$ cat src/rtl/reg_status_pkg.sv
// rtl/reg_status_pkg.sv - shared register-status widths, tag constants and index types
package reg_status_pkg;

    localparam int DEF_XLEN      = 32;
    localparam int DEF_REG_COUNT = 32;
    localparam int DEF_TAG_W     = 4;
    localparam int DEF_NUM_CKPT  = 4;

    localparam int REG_W  = $clog2(DEF_REG_COUNT);
    localparam int CKPT_W = $clog2(DEF_NUM_CKPT);

    typedef logic [REG_W-1:0]     reg_idx_t;
    typedef logic [DEF_TAG_W-1:0] tag_t;
    typedef logic [CKPT_W-1:0]    ckpt_idx_t;

    localparam tag_t NO_TAG = '0;

endpackage

$ cat src/rtl/ckpt_ring_ctrl.sv
// rtl/ckpt_ring_ctrl.sv - head/tail/count bookkeeping for the rename checkpoint ring
module ckpt_ring_ctrl
    import reg_status_pkg::*;
#(
    parameter int NUM_CKPT = DEF_NUM_CKPT,
    localparam int CW = $clog2(NUM_CKPT)
) (
    input  logic          clk,
    input  logic          rst,
    input  logic          take_i,
    input  logic          release_i,
    input  logic          restore_i,
    input  logic [CW-1:0] restore_id_i,
    input  logic          flush_i,
    output logic          take_ok_o,
    output logic          live_o,
    output logic [CW-1:0] head_o,
    output logic [CW-1:0] tail_o,
    output logic [CW:0]   count_o,
    output logic          full_o
);

    logic [CW-1:0] head_q, head_d, tail_q, tail_d, rest_off;
    logic [CW:0]   count_q, count_d;
    logic          rel_ok;

    assign head_o  = head_q;
    assign tail_o  = tail_q;
    assign count_o = count_q;
    assign full_o  = (count_q == (CW+1)'(NUM_CKPT));

    always_comb begin
        rel_ok    = release_i && (count_q != '0);
        // A release in the same cycle frees the head slot, so a take may still land when full.
        take_ok_o = take_i && (!full_o || rel_ok) && !restore_i && !flush_i;
        rest_off  = restore_id_i - head_q;
        live_o    = ({1'b0, rest_off} < count_q);
        head_d    = head_q;
        tail_d    = tail_q;
        count_d   = count_q;
        if (flush_i) begin
            head_d  = '0;
            tail_d  = '0;
            count_d = '0;
        end else if (restore_i) begin
            if (live_o) begin
                tail_d  = restore_id_i;
                count_d = {1'b0, rest_off};
                if (release_i && (restore_id_i != head_q)) begin
                    head_d  = head_q + 1'b1;
                    count_d = count_d - 1'b1;
                end
            end
        end else begin
            if (take_ok_o) tail_d = tail_q + 1'b1;
            if (rel_ok)    head_d = head_q + 1'b1;
            count_d = count_q + (CW+1)'(take_ok_o) - (CW+1)'(rel_ok);
        end
    end

    always_ff @(posedge clk) begin
        if (!rst) begin
            head_q  <= '0;
            tail_q  <= '0;
            count_q <= '0;
        end else begin
            head_q  <= head_d;
            tail_q  <= tail_d;
            count_q <= count_d;
        end
    end

endmodule

$ cat src/rtl/reg_status_file_ckpt.sv
// rtl/reg_status_file_ckpt.sv - architectural register file with rename tags and checkpointed Q table
module reg_status_file_ckpt
    import reg_status_pkg::*;
#(
    parameter int XLEN      = DEF_XLEN,
    parameter int REG_COUNT = DEF_REG_COUNT,
    parameter int TAG_W     = DEF_TAG_W,
    parameter int NUM_CKPT  = DEF_NUM_CKPT,
    localparam int RW = $clog2(REG_COUNT),
    localparam int CW = $clog2(NUM_CKPT)
) (
    input  logic             clk,
    input  logic             rst,
    input  logic             ren_valid,
    input  logic [RW-1:0]    ren_rd,
    input  logic [TAG_W-1:0] ren_tag,
    input  logic [RW-1:0]    rs1,
    input  logic [RW-1:0]    rs2,
    output logic [XLEN-1:0]  v1,
    output logic [XLEN-1:0]  v2,
    output logic [TAG_W-1:0] q1,
    output logic [TAG_W-1:0] q2,
    input  logic             cmt_valid,
    input  logic [RW-1:0]    cmt_rd,
    input  logic [TAG_W-1:0] cmt_tag,
    input  logic [XLEN-1:0]  cmt_data,
    input  logic             ckpt_take,
    output logic [CW-1:0]    ckpt_id,
    output logic             ckpt_full,
    input  logic             ckpt_release,
    input  logic             restore_valid,
    input  logic [CW-1:0]    restore_id,
    input  logic             flush_all
);

    localparam logic [TAG_W-1:0] NONE = TAG_W'(NO_TAG);

    logic [XLEN-1:0]  v_q    [REG_COUNT];
    logic [TAG_W-1:0] q_q    [REG_COUNT];
    logic [TAG_W-1:0] q_n    [REG_COUNT];
    logic [TAG_W-1:0] snap_q [NUM_CKPT][REG_COUNT];
    logic [TAG_W-1:0] snap_c [NUM_CKPT][REG_COUNT];

    logic          cmt_wr, ren_en, take_ok, live, restore_ok;
    logic [CW-1:0] head, tail;
    logic [CW:0]   count;

    assign cmt_wr     = cmt_valid && (cmt_rd != '0);
    assign ren_en     = ren_valid && (ren_rd != '0) && !restore_valid && !flush_all;
    assign restore_ok = restore_valid && live && !flush_all;
    assign ckpt_id    = tail;

    ckpt_ring_ctrl #(.NUM_CKPT(NUM_CKPT)) u_ring (
        .clk          (clk),
        .rst          (rst),
        .take_i       (ckpt_take),
        .release_i    (ckpt_release),
        .restore_i    (restore_valid),
        .restore_id_i (restore_id),
        .flush_i      (flush_all),
        .take_ok_o    (take_ok),
        .live_o       (live),
        .head_o       (head),
        .tail_o       (tail),
        .count_o      (count),
        .full_o       (ckpt_full)
    );

    // Operand read sees start-of-cycle state plus the commit; the same-cycle rename is not forwarded.
    always_comb begin
        v1 = '0;
        q1 = NONE;
        v2 = '0;
        q2 = NONE;
        if (rs1 != '0) begin
            v1 = (cmt_wr && cmt_rd == rs1) ? cmt_data : v_q[rs1];
            q1 = (cmt_wr && cmt_rd == rs1 && q_q[rs1] == cmt_tag) ? NONE : q_q[rs1];
        end
        if (rs2 != '0) begin
            v2 = (cmt_wr && cmt_rd == rs2) ? cmt_data : v_q[rs2];
            q2 = (cmt_wr && cmt_rd == rs2 && q_q[rs2] == cmt_tag) ? NONE : q_q[rs2];
        end
    end

    // Snapshots must drop committed tags too, or a restore would resurrect a dead producer.
    always_comb begin
        for (int r = 0; r < REG_COUNT; r++) begin
            q_n[r] = q_q[r];
            if (cmt_wr && cmt_rd == RW'(r) && q_q[r] == cmt_tag) q_n[r] = NONE;
            if (ren_en && ren_rd == RW'(r)) q_n[r] = ren_tag;
            for (int k = 0; k < NUM_CKPT; k++) begin
                snap_c[k][r] = (cmt_wr && cmt_rd == RW'(r) && snap_q[k][r] == cmt_tag)
                             ? NONE : snap_q[k][r];
            end
        end
    end

    always_ff @(posedge clk) begin
        if (!rst) begin
            for (int r = 0; r < REG_COUNT; r++) begin
                v_q[r] <= '0;
                q_q[r] <= NONE;
                for (int k = 0; k < NUM_CKPT; k++) snap_q[k][r] <= NONE;
            end
        end else begin
            if (cmt_wr) v_q[cmt_rd] <= cmt_data;
            for (int r = 0; r < REG_COUNT; r++) begin
                if (flush_all)       q_q[r] <= NONE;
                else if (restore_ok) q_q[r] <= snap_c[restore_id][r];
                else                 q_q[r] <= q_n[r];
                for (int k = 0; k < NUM_CKPT; k++) begin
                    snap_q[k][r] <= (take_ok && tail == CW'(k)) ? q_n[r] : snap_c[k][r];
                end
            end
        end
    end

    restore_live_a: assert property (@(posedge clk) disable iff (!rst)
        (restore_valid && !flush_all) |-> live);

endmodule

$ cat config.mk
export PLATFORM = sky130hd
export DESIGN_NAME = reg_status_file_ckpt
export DESIGN_NICKNAME = d
export VERILOG_FILES = /design/src/rtl/reg_status_pkg.sv /design/src/rtl/ckpt_ring_ctrl.sv /design/src/rtl/reg_status_file_ckpt.sv
export SDC_FILE = /design/constraint.sdc
export NUM_CORES = 2
export LEC_CHECK = 0
export BUFFER_PORTS_ARGS = -buffer_cell sky130_fd_sc_hd__buf_4
export CAP_MARGIN = 5
export CELL_PAD_IN_SITES_DETAIL_PLACEMENT = 0
export CELL_PAD_IN_SITES_GLOBAL_PLACEMENT = 2
export CORE_UTILIZATION = 45
export CTS_CLUSTER_DIAMETER = 40
export DETAILED_ROUTE_END_ITERATION = 16
export PLACE_DENSITY_LB_ADDON = 0.1
export SLEW_MARGIN = 5
export SYNTH_ARGS = -nofsm -noshare
export SYNTH_HDL_FRONTEND = slang
export SYNTH_SLANG_ARGS = --single-unit
$ cat constraint.sdc
create_clock -name clk -period 4.75 [get_ports clk]
set_input_delay 0.475 -clock clk [delete_from_list [all_inputs] [get_ports clk]]
set_output_delay 0.475 -clock clk [all_outputs]
set_load 0.02 [all_outputs]
Yosys cells after proc, flatten, opt, wreduce, memory -nomap -nowiden
Memory sizes are Yosys's and may differ from the RTL's.
Index checks and enable logic that the tools add are counted.
- register bits after elaboration: 7
- bits in latches: 0
- memory bits (writable): 1664
- bits in read-only memories: 0
- input port bits: 70
- output and inout bits: 75
- word-level logic and storage cells: 1318
- memories kept: 3
- add/sub/neg operators: 6
- multipliers: 0
- divide/modulo/power cells: 0
- order comparisons: 2
- equal/unequal tests: 233
- shift-type cells: 0
- multiplexer cells: 584
- bitwise logic cells: 226
- reductions and logical operators: 261
- memory list (name ; depth ; bits a word ; read ports ; clocked after Yosys merged registers in ; wr ports ; RTL line ; RTL):
    v_q ; 32 ; 32 ; 2 ; 0 ; 32 ; reg_status_file_ckpt.sv:38 ; logic [XLEN-1:0] v_q [REG_COUNT];
    snap_q ; 4 ; 128 ; 4 ; 0 ; 4 ; reg_status_file_ckpt.sv:41 ; logic [TAG_W-1:0] snap_q [NUM_CKPT][REG_COUNT];
    q_q ; 32 ; 4 ; 34 ; 0 ; 32 ; reg_status_file_ckpt.sv:39 ; logic [TAG_W-1:0] q_q [REG_COUNT];
- operators with widths (kind ; count):
    $mux W4 ; 548
    $eq A4 B4 Y1 ; 162
    $bmux W128 S2 ; 1
    $mux W128 ; 2
    $logic_and A1 B1 Y1 ; 243
    $or A1 B1 Y1 ; 224
    $eq A5 B5 Y1 const B ; 32
    $mux W32 ; 5
    $eq A5 B4 Y1 const B ; 16
    $eq A5 B3 Y1 const B ; 8
    $reduce_or A32 Y1 ; 1
    $eq A5 B2 Y1 const B ; 4
    $reduce_bool A5 Y1 ; 4
    $mux W1 ; 17
    $mux W2 ; 7
    $eq A5 B1 Y1 const B ; 2
    $eq A5 B5 Y1 ; 2
    $logic_not A5 Y1 ; 2
    $mux W3 ; 3
    $mux W5 ; 1
    $add A2 B1 Y2 const B ; 2
    $eq A2 B2 Y1 const B ; 2
    $ne A2 B1 Y1 const B ; 2
    $reduce_bool A2 Y1 ; 2
    other kinds (18) ; 20

Longest topological paths before layout
- depth after elaboration: 10
- mapped depth: 16
- mapped depth without buffers: 12

By module
From an unflattened synthesis, not the netlist that was laid out.
- cells, all modules: 7987
- area, all modules: 95705.5 µm²
- by module, submodules not included (module ; instances ; cells an instance ; area each (µm²) ; seq. area each (µm²)):
    reg_status_file_ckpt ; 1 ; 7918 ; 95093.7 ; 44843.0
    ckpt_ring_ctrl ; 1 ; 69 ; 611.8 ; 140.1

Worst setup path before layout
No wires, ideal clock.
- kind: input-to-reg
- start: input cmt_rd[0]
- end: memory v_q[2][0] in the netlist's numbering (enable)
- arrival time: 3551 ps
- data required time: 4284 ps
- setup slack: 734 ps
- cell stages on the path: 5
- path through: buf_2 nand2b_1 or2_1 clkbuf_1 o21ai_0
- RTL lines (element ; RTL line ; RTL):
    start, declared ; reg_status_file_ckpt.sv:24 ; input logic [RW-1:0] cmt_rd,
    end, declared ; reg_status_file_ckpt.sv:38 ;

==> key figures <==
Yosys
  • Netlist cell types: 56
  • Sequential element share of the synthesized area: 47.1%
  • Most used DFF post-synth: edfxtp_1
  • Synthesized area: between 90000 and 100000 sq um
  • Post-synth EDFFs: 1152
  • Yosys warns: 0
  • Post-synthesis async set-or-reset flop share: 0%
  • Avg Cell Area, Syn: about 12 sq um
  • Gate Count Post-Synth: approximately 7800
  • Post-synthesis register bit count: 1671

Worst setup path
  • CP bufs+invs: 2
  • Worst Path Required: 4.28 ns
  • CP arrival: about 4 ns
  • Crit path cell chain: mux2i_1 > a22oi_1 > a21oi_1 > nor4_1 > buf_4 > mux2_2 > and2_1 > a31oi_1 > buf_4
  • Delay-heaviest family, CP: simple AND/OR/NAND/NOR gates
  • Kind of critical path: reg -> out
  • R2R Setup Slk: 1.45 ns
  • Startpoint types: register
  • Stages on worst setup path: 9
  • FF-to-FF path depth: 10
  • Critical path fanouts, max: 7
  • CP most frequent cell: buf_4
  • CP Capture Type: output pin
  • CP peak stage delay: around 0.81 ns
  • Critical path's slowest cell: nor4_1

Power and ir drop
  • NetSw: ~11 mW
  • Clk pwr share: between 50 and 60%
  • P_leak: between 30 and 40 nW
  • Combinational Power Share: a little over a tenth
  • Peak supply drop: 0.000431 V
  • Seq pwr share: between 30% and 40%
  • Int Power: approximately 33 mW
  • Power Density: between 400 and 500 nW/um^2
  • Net Sw Frac: about a quarter

Floorplan
  • Core ar.: ~210000 sq um
  • Die Span Y: about 460 um
  • Die W: roughly 460 um
  • Initial Util: 45.4%
  • Top Ports: 145
  • # rows: between 150 and 200
  • Die ar.: 214000 sq um

Timing
  • Unrepaired setup endpoints after global routing: no
  • Worst-margin pin slew: approximately 1.3 ns
  • Hold Fails Final Rpt: 0
  • Setup Skew: roughly 0.055 ns
  • Final worst slack: 0.232 ns
  • Setup tns final: 0 ns
  • Slew headroom: 15.0%
  • Final setup fails: 0
  • Fmax: 0.221 GHz
  • Final min period: ~4.5 ns
  • Final worst path period share: a little over nine tenths
  • Pins Over Slew Limit: 0

Clock network
  • CTS tree: done
  • Post-CTS setup buffer count: 0
  • H-tree Lvls: 5
  • CTS sink count: 1671
  • Max Root-Sink Buffers: 4
  • CTS root buf: clkbuf_16
  • CTS clk-pin slew, worst paths: 0.05 ns
  • Post-cts sizing count: 0
  • Worst skew pair latency: approximately 0.94 ns
  • CTS Buf Count: 336

Finish
  • Layout cell share with drive strength beyond 1: 27.0%
  • Final #Nets: 8042
  • Design area: approximately 110000 sq um
  • Area growth syn-to-layout: 16.9%

Placement
  • Pre-CTS setup slack: just over 0.5 ns
  • Placed cell areas: roughly 100000 sq um
  • DP HPWL: just over 200000 um
  • GPL Wtd Cong: roughly 0.9
  • Port Buffer Count: roughly 140

Run
  • Max_cap viols: 0

Routing
  • Routed length per instance: just over 30 um
  • Via count: 67300
  • DRT Wirelength: 339000 um
  • # DRC: 0
  • Final ANT Viol Nets: 0
  • Vias/cell: approximately 6.1
  • Starting DRT DRC Count: about 6600
  • Detailed Routing Iterations Pass 1: 6

GRT
  • Largest net degree at the start of global routing: between 100 and 150
  • Vias in the first global route: slightly below 70000
  • Overall routing resource usage: between 30% and 40%
  • Grt total ovfl: 0
  • First-pass GRT wire length: 488000 um
  • Initial antenna violation count: 26

Worst hold path
  • Hold path cells: 2
  • Hold WC Path Type: in -> reg

Run status
  • Status: complete, no violations
==> cells in the mapped netlist, types with 10 or more instances <==
cell type | count | area share (%)
nor2_1 | 720 | 2.8
nand2b_1 | 24 | 0.16
and2_1 | 840 | 5.5
mux2i_1 | 255 | 2.7
buf_6 | 18 | 0.21
nand2_1 | 628 | 2.5
a22oi_1 | 177 | 1.4
a21oi_1 | 159 | 0.83
a211oi_1 | 100 | 0.79
dfxtp_1 | 519 | 11
o21ai_0 | 38 | 0.20
nor2b_1 | 48 | 0.31
mux4_2 | 700 | 17
nor3_1 | 15 | 0.079
mux2_2 | 499 | 5.9
a22oi_2 | 16 | 0.21
edfxtp_1 | 1152 | 36
and3_1 | 163 | 1.1
o22ai_1 | 131 | 0.86
a31oi_1 | 10 | 0.066
nand4_1 | 83 | 0.54
buf_4 | 53 | 0.42
xor2_1 | 472 | 4.3
buf_2 | 157 | 0.82
clkbuf_1 | 450 | 1.8
nand3_1 | 11 | 0.058
nor4_1 | 83 | 0.54
buf_1 | 32 | 0.13
xnor2_1 | 169 | 1.6
==> registers in the layout, indices dropped and copies added (netlist names) <==
register        flops
q_q               128
snap_q            512
u_ring.count_o      3
u_ring.head_o       2
u_ring.tail_o       2
v_q              1024
==> layout make-up <==
cell class,count,area [sq um]
Inverter,11,53.8
Antenna cell,23,57.6
Fill cell,17900,98500
Clock buffer,404,9050
Clock inverter,185,2050
Multi-Input combinational cell,5566,48400
Sequential cell,1671,45000
Timing Repair Buffer,376,3510
Tap cell,2805,3510
==> power by group through the flow <==
stage	combinational [mW]	sequential [mW]	clock [mW]
final	4.64	16.6	23.5
after floorplan	3.00	16.7	0
after detailed placement	4.63	16.9	0
after global routing	4.87	16.7	24.4
after global placement	4.61	16.8	0
after CTS	4.65	16.6	23.8
==> what timing repair did <==
action                                 in CTS  in global routing
endpoints found under the hold margin       4                  0
hold buffers                                2                  0
setup endpoints to repair                   0                  0
==> path summary, 6_finish.rpt <==
check	start	endpoint
worst max-delay path	q_q[0][2]	q2[3]
worst max register to register	u_ring.head_o[1]	q_q[11][2]
worst min-delay path	cmt_data[24]	v_q[2][24]
worst min register to register	snap_q[2][125]	snap_q[2][125]
==> cells in the final DEF (no fill, tap or decap), drive strengths merged, types with 17 or more instances in the layout <==
cell type and instances:
clkinv 85, a22oi 193, bufinv 33, a211oi 100
mux2i 255, xnor2 169, clkbuf 406, o22ai 131
dfxtp 519, nor2b 48, nor4 87, diode 23
buf 372, nand2b 24, o21ai 38, conb 160
nand4 83, edfxtp 1152, mux2 504, inv 45
and3 163, nor2 724, and2 843, a21oi 162
xor2 472, clkinvlp 33, nor3 17, nand2 628
mux4 700
==> stage by stage <==
stage                     util, %  std cells  hold WS, ns  total power [mW]
after floorplan                 -       7960        0.433              19.7
after global placement       47.8      10400        0.439              21.4
after detailed placement     47.8      10400        0.443              21.5
after CTS                    53.1      11000       0.0167              45.0
after global routing         53.1      11000       0.0554              45.9
final                        53.1      11000       0.0760              44.7
==> worst register-to-register path: cells and delay by family (launching register included) <==
kind                       cells  cell delay [ns]
adders and majority gates      1             0.26
and+or+nand+nor                2             0.86
AOI/OAI and AO/OA              3             0.43
xor gates and xnor gates       2             0.62
DFF                            1             0.32
buffers and inverters          2             0.52
==> cell families (layout without fill, tap and decap cells) <==
kind of cell | Yosys count | count (layout) | synth area share [%]
compound gates | 647 | 647 | 4.48
other cells | 2 | 183 | 0.00787
mux | 1459 | 1459 | 25.1
buf+inv | 723 | 976 | 3.40
flops | 1671 | 1671 | 47.1
xor+xnor | 641 | 641 | 5.88
fa+ha+maj | 10 | 10 | 0.139
simple gates | 2649 | 2649 | 13.8
==> routing by layer <==
layer,GRT usage [%],routed length [um],vias to the layer above
met2,53.0,167000,2799
met1,38.2,131000,34500
met4,14.9,17000,17
met3,6.12,23900,839
met5,0.357,205,-
li1,-,-,29100
Note: power is estimated with default switching activity, not from simulation.
